[src/rtl/data_memory_bank.sv]
// Byte-addressed data memory for the load/store stage: one request per cycle,
// in-order responses after a fixed READ_LATENCY, self-clearing to INIT_VALUE after reset.

module data_memory_lane #(
  parameter int DEPTH = 32,
  parameter int AW    = 5
) (
  input  logic          clk,
  input  logic          we,
  input  logic [AW-1:0] waddr,
  input  logic [7:0]    wdata,
  input  logic [AW-1:0] raddr,
  output logic [7:0]    rdata
);
  logic [7:0] mem [DEPTH];

  always_ff @(posedge clk)
    if (we) mem[waddr] <= wdata;

  assign rdata = mem[raddr];
endmodule

module data_memory_bank #(
  parameter int          DEPTH        = 32,
  parameter int          ADDR_WIDTH   = 32,
  parameter int          READ_LATENCY = 1,
  parameter logic [31:0] INIT_VALUE   = 32'h0000_0000
) (
  input  logic                  clk,
  input  logic                  rst_n,
  input  logic                  req_valid,
  output logic                  req_ready,
  input  logic                  req_write,
  input  logic [1:0]            req_size,
  input  logic                  req_signed,
  input  logic [ADDR_WIDTH-1:0] req_addr,
  input  logic [31:0]           req_wdata,
  output logic                  rsp_valid,
  output logic [31:0]           rsp_rdata,
  output logic                  rsp_fault
);
  localparam int NUM_LANES = 4;
  localparam int AW        = $clog2(DEPTH);
  localparam int IW        = ADDR_WIDTH - 2;

  localparam logic [IW-1:0] DEPTH_IDX = IW'(DEPTH);
  localparam logic [AW-1:0] LAST_ROW  = AW'(DEPTH - 1);
  localparam logic [NUM_LANES-1:0][7:0] INIT_B = INIT_VALUE;

  localparam logic ST_INIT = 1'b0;
  localparam logic ST_RUN  = 1'b1;

  typedef struct packed {
    logic        fault;
    logic [31:0] data;
  } rsp_t;

  logic          state;
  logic [AW-1:0] cnt;
  logic          init;

  always_ff @(posedge clk or negedge rst_n) begin
    if (!rst_n) begin
      state <= ST_INIT;
      cnt   <= '0;
    end else if (state == ST_INIT) begin
      cnt <= cnt + 1'b1;
      if (cnt == LAST_ROW) state <= ST_RUN;
    end
  end

  assign init      = (state == ST_INIT);
  assign req_ready = (state == ST_RUN);

  // Request decode
  logic                          acc;
  logic [IW-1:0]                 idx;
  logic [1:0]                    lane;
  logic [AW-1:0]                 row;
  logic                          fault;
  logic [NUM_LANES-1:0]          be;
  logic [NUM_LANES-1:0][7:0]     st_data;
  logic [NUM_LANES-1:0][7:0]     rword;

  assign acc  = req_valid & req_ready;
  assign idx  = req_addr[ADDR_WIDTH-1:2];
  assign lane = req_addr[1:0];
  assign row  = idx[AW-1:0];

  always_comb begin
    fault = 1'b0;
    case (req_size)
      2'b00:   fault = 1'b0;
      2'b01:   fault = lane[0];
      2'b10:   fault = (lane != 2'b00);
      default: fault = 1'b1;
    endcase
    if (idx >= DEPTH_IDX) fault = 1'b1;
  end

  // Store data is replicated across lanes; the byte enables pick where it lands.
  always_comb begin
    be      = '0;
    st_data = req_wdata;
    case (req_size)
      2'b00: begin
        be      = 4'b0001 << lane;
        st_data = {4{req_wdata[7:0]}};
      end
      2'b01: begin
        be      = lane[1] ? 4'b1100 : 4'b0011;
        st_data = {2{req_wdata[15:0]}};
      end
      2'b10:   be = 4'b1111;
      default: be = 4'b0000;
    endcase
  end

  genvar gi;
  generate
    for (gi = 0; gi < NUM_LANES; gi++) begin : g_lane
      logic          we;
      logic [AW-1:0] waddr;
      logic [7:0]    wdata;

      // INIT sweep owns the write port; requests are never accepted then.
      assign we    = init | (acc & req_write & ~fault & be[gi]);
      assign waddr = init ? cnt : row;
      assign wdata = init ? INIT_B[gi] : st_data[gi];

      data_memory_lane #(.DEPTH(DEPTH), .AW(AW)) u_lane (
        .clk   (clk),
        .we    (we),
        .waddr (waddr),
        .wdata (wdata),
        .raddr (row),
        .rdata (rword[gi])
      );
    end
  endgenerate

  // Load lane select and extension
  logic [7:0]  sel_b;
  logic [15:0] sel_h;
  logic [31:0] ld_data;

  assign sel_b = rword[lane];
  assign sel_h = lane[1] ? {rword[3], rword[2]} : {rword[1], rword[0]};

  always_comb begin
    case (req_size)
      2'b00:   ld_data = {{24{req_signed & sel_b[7]}}, sel_b};
      2'b01:   ld_data = {{16{req_signed & sel_h[15]}}, sel_h};
      default: ld_data = rword;
    endcase
  end

  rsp_t rsp_in;

  always_comb begin
    rsp_in.fault = acc & fault;
    rsp_in.data  = (acc & ~req_write & ~fault) ? ld_data : 32'h0;
  end

  // Response pipeline: stage 0 is the request being accepted this cycle.
  logic [READ_LATENCY:1]           vld_q;
  rsp_t [READ_LATENCY:1]           rsp_q;
  logic [READ_LATENCY:0]           vld_pipe;
  rsp_t [READ_LATENCY:0]           rsp_pipe;

  assign vld_pipe = {vld_q, acc};
  assign rsp_pipe = {rsp_q, rsp_in};

  always_ff @(posedge clk or negedge rst_n) begin
    if (!rst_n) begin
      vld_q <= '0;
      rsp_q <= '0;
    end else begin
      vld_q <= vld_pipe[READ_LATENCY-1:0];
      rsp_q <= rsp_pipe[READ_LATENCY-1:0];
    end
  end

  assign rsp_valid = vld_pipe[READ_LATENCY];
  assign rsp_fault = rsp_pipe[READ_LATENCY].fault;
  assign rsp_rdata = rsp_pipe[READ_LATENCY].data;
endmodule

[config.mk]
export PLATFORM = sky130hd
export DESIGN_NAME = data_memory_bank
export DESIGN_NICKNAME = d
export VERILOG_FILES = /design/src/rtl/data_memory_bank.sv
export SDC_FILE = /design/constraint.sdc
export NUM_CORES = 1
export LEC_CHECK = 0
export CELL_PAD_IN_SITES_DETAIL_PLACEMENT = 2
export CELL_PAD_IN_SITES_GLOBAL_PLACEMENT = 2
export CORE_MARGIN = 2
export CORE_UTILIZATION = 51
export DETAILED_ROUTE_END_ITERATION = 7
export DONT_BUFFER_PORTS = 1
export GPL_TIMING_DRIVEN = 0
export PLACE_DENSITY = 0.9
export SLEW_MARGIN = 20
export SYNTH_ARGS = -nofsm -noshare
export SYNTH_HDL_FRONTEND = slang
export SYNTH_SLANG_ARGS = --single-unit
[constraint.sdc]
create_clock -name clk -period 4.5 [get_ports clk]
set_clock_uncertainty 0.1 [all_clocks]
set_input_delay 0.9 -clock clk [delete_from_list [all_inputs] [get_ports clk]]
set_output_delay 0.9 -clock clk [all_outputs]
set_load 0.005 [all_outputs]
==> flow_summary_export.csv, run 1 <==
group,metric,value,unit
synthesis,synth_seq_cells,1064,
outcome,status,"did not finish",
synthesis,synth_commonest_cells,"edfxtp_1 (1024), mux4_2 (320), nor3_1 (96), clkbuf_1 (73), nor2_1 (63)",
synthesis,synth_area_per_cell,21.93,um2
outcome,flow.stopped_at,"detailed placement (3_5_place_dp)",
synthesis,synth_cell_type_count,48,
outcome,tool.error,"[ERROR DPL-0033] detailed placement checks failed during check placement.",
floorplan,rows,105,
synthesis,yosysTopAreaCell,"edfxtp_1",
synthesis,synth_ff_type,"edfxtp_1",
synthesis,yosysWarnings,0,
synthesis,synthArstFlopShare,0.03759,
floorplan,io_pins,106,
synthesis,synth_seq_area_share,0.7573,
synthesis,synth_most_common_cell,"edfxtp_1",
floorplan,die_h,290.7,um
floorplan,chipWidth,290.7,um
synthesis,synth_nets,1985,
synthesis,synth_area,41930,um2
synthesis,synthCells,1912,
place,dp_hpwl,125800,um
synthesis,yosys-top-cells-area,"edfxtp_1 (73%), mux4_2 (17%), dfrtp_1 (2.4%), nor3_1 (1.1%), mux2i_1 (1.1%)",
synthesis,synth_top_cell_area_share,0.7334,
synthesis,synth-edff-count,1024,
floorplan,start_util,0.5131,
place,portBuffers,0,
place,gp_congestion,0.9028,
## through the flow
step / TNS [ns] / instances / setup WS [ns]
after global placement: -1471.51 / 2982 / -1.705
after floorplan: 0 / 1912 / 0.7125
## kinds of logic after synthesis
logic type | Yosys count | synth area share
AOI/OAI and AO/OA | 84 | 0.01391
xor gates and xnor gates | 3 | 0.0006268
adders and majority gates | 2 | 0.0005967
buffers and inverters | 129 | 0.01289
DFF | 1064 | 0.7573
muxes | 373 | 0.1852
and+or+nand+nor | 257 | 0.02951
==> run 2, diff against run 1 <==
- CELL_PAD_IN_SITES_DETAIL_PLACEMENT: 2 -> default
- CELL_PAD_IN_SITES_GLOBAL_PLACEMENT: 2 -> default
- CORE_UTILIZATION: 51 -> 40
- PLACE_DENSITY: 0.9 -> default
- PLACE_DENSITY_LB_ADDON: default -> 0.15
==> run 2 against run 1 <==
The flow now finishes without violations. Synthesized cell count stayed put. Synthesized area did not move.
==> flow_summary_export.csv, run 2 <==
group,metric,value,unit
setup_path,startpoint_type,"input port",
sta,setup_violations,0,
drt,routed_wl,116800,um
drt,final_antenna_net_count,0,
place,gp_congestion,0.8738,
synthesis,synth_area,41930,um2
place,portBuffers,0,
outcome,status,"finished, final reports clean",
floorplan,chipWidth,327.8,um
drt,drt_iter0_drc,2587,
synthesis,synth_nets,1985,
setup_path,path_buf_inv,3,
drt,dr_total_vias,21060,
synthesis,synth_area_per_cell,21.93,um2
drt,wire_per_inst,32.56,um
synthesis,yosysTopAreaCell,"edfxtp_1",
layout,fill_cells,8502,
sta,final_max_slew_viol_count,0,
setup_path,critPathRequiredTime,4.70,ns
drt,drc,0,
setup_path,crit_top_cell,"buf_2",
clocking,cts-root-buf,"clkbuf_16",
setup_path,cp_slowest_cell,"nor2_1",
global_route,grt_pass1_wl,164700,um
layout,layout-drive-gt1-share,0.3618,
setup_path,path_cells,"buf_2 > buf_2 > buf_1 > a32o_1 > nand2_1 > or2_2 > nor2_1",
run,maxCapViolCount,0,
sta,fin_crit_sh,0.9910,
sta,worst-slew-pin-transition,1.231,ns
global_route,overflow,0,
clocking,cts_setup_buffers,0,
power,p_leak,15.55,nW
synthesis,synth_ff_type,"edfxtp_1",
synthesis,synthCells,1912,
sta,slew_headroom,0.1791,
synthesis,synth_most_common_cell,"edfxtp_1",
setup_path,crit_path_max_fanout,10,
layout,largest-register,"g_lane.u_lane.mem",
layout,area_growth,17.08,%
power,vdd_drop_max,0.0003415,V
clocking,cts_tree,"built",
sta,setup_ws,0.04030,ns
drt,via_per_inst,5.870,
clocking,htreeDepth,3,
sta,timing.fmax,224.2,MHz
clocking,cts_buffers,109,
power,pwr_density_cell,440.8,nW/um2
sta,finalCriticalPeriod,4.460,ns
synthesis,synth-edff-count,1024,
synthesis,synth_seq_area_share,0.7573,
layout,final_common_cell,"edfxtp_1",
drt,dr.pass1.iters,5,
floorplan,io_pins,106,
place,dp_slack,-1.877,ns
synthesis,synth_commonest_cells,"edfxtp_1 (1024), mux4_2 (320), nor3_1 (96), clkbuf_1 (73), nor2_1 (63)",
layout,multi_input_area,10310,um2
place,dp_hpwl,81890,um
synthesis,synth_cell_type_count,48,
layout,final_area,49090,um2
floorplan,start_util,0.4040,
clocking,clkSlewWorstSetupHoldPaths,0.06,ns
setup_path,slowest_delay,0.76,ns
floorplan,rows,118,
synthesis,synth_top_cell_area_share,0.7334,
synthesis,yosysWarnings,0,
setup_path,arrival,4.66,ns
layout,layout_common_cells,"edfxtp_1 (1024), mux4_2 (320), clkbuf_16 (113), nor3_2 (91), clkbuf_1 (74)",
layout,seq_area,31750,um2
worst_hold_path,min_path_type,"in2reg",
place,place_area,45100,um2
global_route,antenna_found_initial,9,
floorplan,die_h,327.8,um
sta,rsz0062_at_grt,"no",
global_route,grt_pass1_vias,21520,
layout,largest_reg_flops,1024,
clocking,clk_latency,0.70,ns
global_route,global_route.usage.total,0.2197,
sta,final_hold_viol_count,0,
synthesis,yosys-top-cells-area,"edfxtp_1 (73%), mux4_2 (17%), dfrtp_1 (2.4%), nor3_1 (1.1%), mux2i_1 (1.1%)",
floorplan,die-area,107400,um2
clocking,clock_sinks,1064,
setup_path,worst_setup_path_end_kind,"flop",
synthesis,synthArstFlopShare,0.03759,
setup_path,critPathTopFamily,"simple AND/OR/NAND/NOR gates",
synthesis,synth_seq_cells,1064,
clocking,clk_path_buf_depth,3,
layout,fin_nets,2182,
setup_path,crit_type,"in2reg",
global_route,grt_max_degree,41,
floorplan,core_area,103800,um2
-- run 2: cell counts after synthesis --
Identical to the previous run, type by type.
-- run 2: report_power, final --
part	internal [mW]	switching (mW)	leakage, nW
clock network	5.65	3.83	1.85
logic	0.429	0.806	3.79
registers	10.9	0.000501	9.91
-- run 2: through the flow --
step | instances | hold slack, ns | total power, mW | setup TNS [ns] | util
2_1_floorplan | 1912 | 0.3751 | 11.81 | 0 | -
3_3_place_gp | 3292 | 0.4048 | 12.26 | -1873.55 | 0.4206
3_5_place_dp | 3377 | 0.4057 | 12.34 | -1120.35 | 0.4345
4_1_cts | 3583 | 0.2463 | 21.77 | 0 | 0.4723
5_1_grt | 3583 | 0.2700 | 22.22 | 0 | 0.4728
6_report | 3588 | 0.2646 | 21.64 | 0 | 0.4729
-- run 2: repair_timing --
action,in CTS,in global routing
hold buffers,2,0
hold endpoints to repair,40,0
endpoints found under the setup margin,961,80
resized for setup,35,28
-- run 2: final timing paths --
check | endpoint | cells after the start | from | slack [ns]
min in group asynchronous | rsp_valid | 2 | rst_n | 0.60
worst min-delay path | rsp_valid | 2 | req_valid | 0.26
worst max-delay path | g_lane[1].u_lane.mem[13][4] | 7 | req_addr[4] | 0.04
max in group asynchronous | cnt[4] | 2 | rst_n | 3.45
worst max register to register | g_lane[0].u_lane.mem[31][3] | 7 | req_ready | 0.36
worst min register to register | cnt[3] | 1 | cnt[3] | 0.42
-- run 2: cell type report --
| class | instances | share of cell area |
|---|---|---|
| repair buffers | 87 | 0.01794 |
| well taps | 1380 | 0.03517 |
| clock inverters | 74 | 0.01690 |
| inverters | 6 | 0.0004588 |
| flip-flops and latches | 1064 | 0.6468 |
| diodes | 5 | 0.0002549 |
| plain buffers | 122 | 0.01218 |
| multi-input cells | 719 | 0.2101 |
| clock buffers | 131 | 0.06020 |
-- run 2: logic make-up after synthesis --
family | share of synthesized area
flip-flops | 0.7573
multiplexers | 0.1852
AND/OR/NAND/NOR | 0.02951
buffers and inverters | 0.01289
AO/OA/AOI/OAI | 0.01391
XOR/XNOR | 0.0006268
adder cells (fa/ha/maj) | 0.0005967
-- run 2: metal layers --
| metal | GRT usage | part of all wire | up-vias |
|---|---|---|---|
| li1 | - | - | 8477 |
| met1 | 0.3146 | 0.42 | 11520 |
| met2 | 0.3370 | 0.46 | 907 |
| met3 | 0.05743 | 0.093 | 150 |
| met4 | 0.05594 | 0.022 | 8 |
| met5 | 0 | 0.00068 | - |
Power figures use the tool's default switching activity.
==> run 3, diff against run 2 <==
- CORE_UTILIZATION: 40 -> 63
- clock period: 4.5 -> 4.8 ns (I/O delays scaled with it)
==> run 3 against run 2 <==
The run now ends with negative setup slack left. Sequential power decreased by 6%. Register-to-register slack better by 0.40 ns. Die area fell by 36%. Highest routed layer unchanged.
==> flow_summary_export.csv, run 3 (synthesis gave the netlist of run 2 again) <==
group,metric,value,unit
place,dp_slack,-1.439,ns
drt,dr.pass1.iters,6,
sta,worst-slew-pin-transition,1.195,ns
place,gp_congestion,0.9543,
clocking,cts_buffers,101,
drt,routed_wl,108900,um
run,maxCapViolCount,0,
power,p_clk_frac,0.411,
layout,instances_no_fill,3024,
power,p_int,15.19,mW
power,power_frac_comb,0.058,
setup_path,arrival,4.98,ns
sta,slew_headroom,0.2005,
global_route,antenna_found_initial,2,
sta,setup_ws,-0.01634,ns
setup_path,crit_path_max_fanout,10,
worst_hold_path,min_path_type,"in2async",
clocking,htreeDepth,3,
setup_path,worst_setup_path_end_kind,"flop",
global_route,grt_pass1_wl,154700,um
layout,fill_cells,3726,
sta,totalNegativeSetupSlack,-0.1603,ns
outcome,status,"finished with violations",
global_route,global_route.usage.total,0.3281,
global_route,grt_max_degree,41,
sta,setup_violations,15,
layout,layout_common_cells,"edfxtp_1 (1024), mux4_2 (320), clkbuf_16 (103), clkbuf_1 (96), nor3_2 (92)",
setup_path,startpoint_type,"input port",
layout,area_growth,13.29,%
drt,final_antenna_net_count,0,
setup_path,crit_start,"req_addr[5]",
layout,seq_area,31750,um2
drt,wire_per_inst,36.01,um
setup_path,critPathRequiredTime,4.97,ns
layout,multi_input_area,10240,um2
floorplan,chipWidth,262.0,um
place,portBuffers,0,
clocking,cts_tree,"built",
drt,via_per_inst,7.123,
setup_path,r2r_cells,5,
global_route,grt_pass1_vias,21530,
layout,layout-drive-gt1-share,0.3302,
layout,largest_reg_flops,1024,
clocking,clock_sinks,1064,
clocking,clk_latency,0.66,ns
sta,fin_crit_sh,1.003,
clocking,clk_path_buf_depth,3,
place,dp_hpwl,73250,um
sta,rsz0062_at_grt,"no",
sta,final_max_slew_viol_count,0,
layout,final_common_cell,"edfxtp_1",
floorplan,die-area,68630,um2
power,switchingPower,4.067,mW
setup_path,r2r_slack,0.76,ns
clocking,cts-root-buf,"clkbuf_16",
floorplan,core_area,65860,um2
power,vdd_drop_max,0.0004896,V
layout,largest-register,"g_lane.u_lane.mem",
drt,drt_iter0_drc,3181,
sta,finalCriticalPeriod,4.816,ns
clocking,clkSlewWorstSetupHoldPaths,0.06,ns
drt,dr_total_vias,21540,
sta,timing.fmax,207.6,MHz
place,placed_cells_incl_taps,2835,
sta,hold_ws,0.04565,ns
setup_path,reg2reg_from,"req_ready",
floorplan,io_pins,106,
global_route,overflow,0,
layout,fin_nets,2148,
sta,final_hold_viol_count,0,
power,p_leak,15.08,nW
floorplan,die_h,262.0,um
floorplan,start_util,0.6366,
setup_path,crit_type,"in2reg",
outcome,violations,"negative setup slack",
power,p_sw_frac,0.2112,
power,seqPwrFrac,0.531,
floorplan,rows,94,
power,pwr_density_cell,405.5,nW/um2
drt,drc,0,
-- run 3: cell types whose count changed in the layout (fill, tap and decap cells not counted), moves of 8 or more --
cell / change
buf_2: -8
buf_4: -21
clkbuf_1: +22
clkbuf_16: -10
clkinvlp_4: -8
nor2_1: +10
nor2_2: -10
-- run 3: per-stage QoR --
step / cell area, um2 / power [mW] / utilization
2_1_floorplan: 41930 / 11.07 / -
3_3_place_gp: 43010 / 11.44 / 0.6530
3_5_place_dp: 44130 / 11.51 / 0.6701
4_1_cts: 47450 / 19.28 / 0.7205
5_1_grt: 47500 / 19.66 / 0.7211
6_report: 47500 / 19.26 / 0.7212
-- run 3: final timing paths --
| kind | to |
|---|---|
| setup / recovery | g_lane[2].u_lane.mem[25][1] |
| hold / removal | rsp_rdata[5] |
| setup reg to reg | g_lane[0].u_lane.mem[17][6] |
| hold reg to reg | cnt[3] |
| max in group asynchronous | rsp_rdata[26] |
| min in group clk | rsp_valid |
-- run 3: timing repair --
item | in CTS | in global routing
endpoints found under the hold margin | 40 | 0
hold buffers | 1 | 0
setup endpoints to repair | 534 | 9
resized for setup | 9 | 7
buffers inserted | 0 | 0
-- run 3: layout make-up --
cell class                 instances  share of cell area
antenna                            1          0.00005268
buffer                           122             0.01125
clock buffer                     135             0.05827
clock inverter                    52             0.01056
inverter                           6           0.0004741
multi-input combinational        719              0.2156
sequential                      1064              0.6684
tap                              864             0.02276
timing repair buffer              61             0.01256
-- run 3: critical path, stage by stage --
cell and delay [ns]:
clkbuf_1 0.81, clkbuf_1 0.84, mux2_2 0.36, nand2_1 0.48, or2_2 0.62, nor2_1 0.88
-- run 3: power by group through the flow --
stage / logic, mW / clock network [mW] / registers (mW)
final: 1.11 / 7.91 / 10.2
after floorplan: 0.634 / 0 / 10.4
after global routing: 1.16 / 8.27 / 10.2
after global placement: 0.992 / 0 / 10.4
after detailed placement: 1.07 / 0 / 10.4
after CTS: 1.09 / 7.95 / 10.2
-- run 3: metal layers --
| layer | GRT usage | wire, um | up-vias |
|---|---|---|---|
| li1 | - | - | 8394 |
| met1 | 0.4626 | 40020 | 11260 |
| met2 | 0.4963 | 50280 | 1622 |
| met3 | 0.1044 | 14430 | 255 |
| met4 | 0.1133 | 4119 | 4 |
| met5 | 0.007639 | 51 | - |
==> run 4, diff against run 3 <==
- CORE_UTILIZATION: 63 -> 62
==> run 4 against run 3 <==
Critical endpoint is now g_lane[2].u_lane.mem[25][5]. Critical path depth stayed put. Total power grew 1.0%. The flow now finishes without violations. Largest cell class unchanged. Cell area about the same. Clock power is 2.9% higher.
==> flow_summary_export.csv, run 4 (synthesis gave the netlist of run 2 again) <==
group,metric,value,unit
clocking,clk_latency,0.68,ns
layout,layout_common_cells,"edfxtp_1 (1024), mux4_2 (320), clkbuf_16 (110), nor3_2 (92), clkbuf_1 (87)",
clocking,cts-root-buf,"clkbuf_16",
sta,worst-slew-pin-transition,1.166,ns
global_route,overflow,0,
clocking,clkSlewWorstSetupHoldPaths,0.06,ns
setup_path,startpoint_type,"input port",
global_route,grt_max_degree,41,
setup_path,reg2reg_to,"g_lane[2].u_lane.mem[17][4]",
floorplan,die-area,69720,um2
worst_hold_path,min_path_type,"in2async",
place,dp_hpwl,72980,um
power,p_leak,15.04,nW
power,switchingPower,4.125,mW
place,portBuffers,0,
place,placed_cells_incl_taps,2831,
clocking,clk_path_buf_depth,3,
setup_path,r2r_slack,0.87,ns
layout,instances_no_fill,3025,
sta,setup_violations,0,
global_route,grt_pass1_wl,152900,um
clocking,cts_tree,"built",
power,power,19.46,mW
layout,fill_cells,3978,
outcome,status,"finished, final reports clean",
setup_path,arrival,4.95,ns
power,vdd_drop_max,0.0003318,V
floorplan,core_area,67040,um2
sta,setup_ws,0.01915,ns
clocking,clock_sinks,1064,
global_route,antenna_found_initial,4,
setup_path,critPathRequiredTime,4.97,ns
layout,area_growth,13.32,%
floorplan,start_util,0.6254,
layout,final_common_cell,"edfxtp_1",
power,seqPwrFrac,0.526,
clocking,cts_setup_buffers,0,
layout,largest-register,"g_lane.u_lane.mem",
layout,multi_input_area,10240,um2
sta,fin_crit_sh,0.9960,
drt,final_antenna_net_count,0,
power,p_int,15.33,mW
clocking,htreeDepth,3,
sta,final_hold_viol_count,0,
power,p_sw_frac,0.2120,
floorplan,rows,95,
floorplan,chipWidth,264.1,um
drt,routed_wl,107300,um
drt,drc,0,
layout,layout-drive-gt1-share,0.3282,
power,power_frac_comb,0.055,
setup_path,r2r_cells,5,
drt,dr.pass1.iters,6,
place,gp_congestion,0.9666,
global_route,grt_pass1_vias,21300,
sta,final_max_slew_viol_count,0,
clocking,cts_buffers,104,
layout,seq_area,31750,um2
layout,largest_reg_flops,1024,
power,p_clk_frac,0.418,
sta,rsz0062_at_grt,"no",
power,pwr_density_cell,409.5,nW/um2
sta,slew_headroom,0.2197,
setup_path,crit_type,"in2reg",
run,maxCapViolCount,0,
drt,drt_iter0_drc,3010,
drt,via_per_inst,7.037,
global_route,global_route.usage.total,0.3154,
sta,timing.fmax,209.2,MHz
setup_path,reg2reg_from,"req_ready",
sta,finalCriticalPeriod,4.781,ns
layout,fin_nets,2138,
setup_path,crit_path_max_fanout,10,
drt,wire_per_inst,35.47,um
floorplan,die_h,264.1,um
place,dp_slack,-1.416,ns
floorplan,io_pins,106,
setup_path,worst_setup_path_end_kind,"flop",
drt,dr_total_vias,21290,
==> run 4: cell count changes in the layout (fill, tap and decap cells not counted), moves of 4 or more <==
cell	delta
clkbuf_1	-9
buf_4	-9
buf_8	-6
clkbuf_16	+7
clkbuf_2	-4
clkinv_4	+4
clkinv_1	+6
clkinv_2	-8
==> run 4: final cells by class <==
type                       count  area share
sequential                  1064      0.6682
multi-input combinational    719      0.2154
clock buffer                 134     0.06152
tap                          873     0.02299
buffer                       122     0.01122
clock inverter                58     0.01069
timing repair buffer          48    0.009375
inverter                       6   0.0004740
antenna                        1  0.00005267
==> run 4: power by group through the flow <==
stage / combinational [mW] / clock, mW / sequential, mW
floorplan: 0.634 / 0 / 10.4
global placement: 0.973 / 0 / 10.4
detailed placement: 1.04 / 0 / 10.4
CTS: 1.06 / 8.20 / 10.2
global route: 1.12 / 8.54 / 10.2
finish: 1.08 / 8.14 / 10.2
==> run 4: worst max-delay path, cell delays in order <==
cell and delay, ns:
clkbuf_1 0.76, clkbuf_1 0.79, mux2_2 0.35, nand2_1 0.50, or2_2 0.65, nor2_1 0.91
==> run 4: timing repair <==
action	in CTS	in global routing
gates resized for setup	9	4
endpoints found under the hold margin	40	0
hold buffers	1	0
setup endpoints to repair	609	2
==> run 4: routing by layer <==
layer  global-route usage  vias up  wire [um]
met1               0.4429    11160      38760
met3              0.08343      272      13280
met2               0.4849     1485      50220
met4               0.1230        0       5036
met5                    0        -          0
li1                     -     8367          -
==> run 4: how the worst max path moves through the flow <==
stage / start / endpoint / slack, ns
2_1_floorplan: req_addr[3] / g_lane[0].u_lane.mem[19][1] / 0.95
3_3_place_gp: req_addr[3] / g_lane[3].u_lane.mem[19][4] / -1.45
3_5_place_dp: req_addr[3] / g_lane[3].u_lane.mem[18][4] / -1.42
4_1_cts: req_addr[2] / rsp_rdata[6] / 0.05
5_1_grt: req_addr[2] / g_lane[1].u_lane.mem[11][4] / 0.07
6_report: req_addr[5] / g_lane[2].u_lane.mem[25][5] / 0.02
==> run 4: metrics by stage <==
stage	hold WS [ns]	cell area [um2]	setup TNS, ns	util
after floorplan	0.3751	41930	0	-
after global placement	0.4110	43020	-990.09	0.6417
after detailed placement	0.4199	43990	-713.97	0.6562
after CTS	0.02152	47470	0	0.7080
after global routing	0.04189	47510	0	0.7087
final	0.01562	47510	0	0.7087
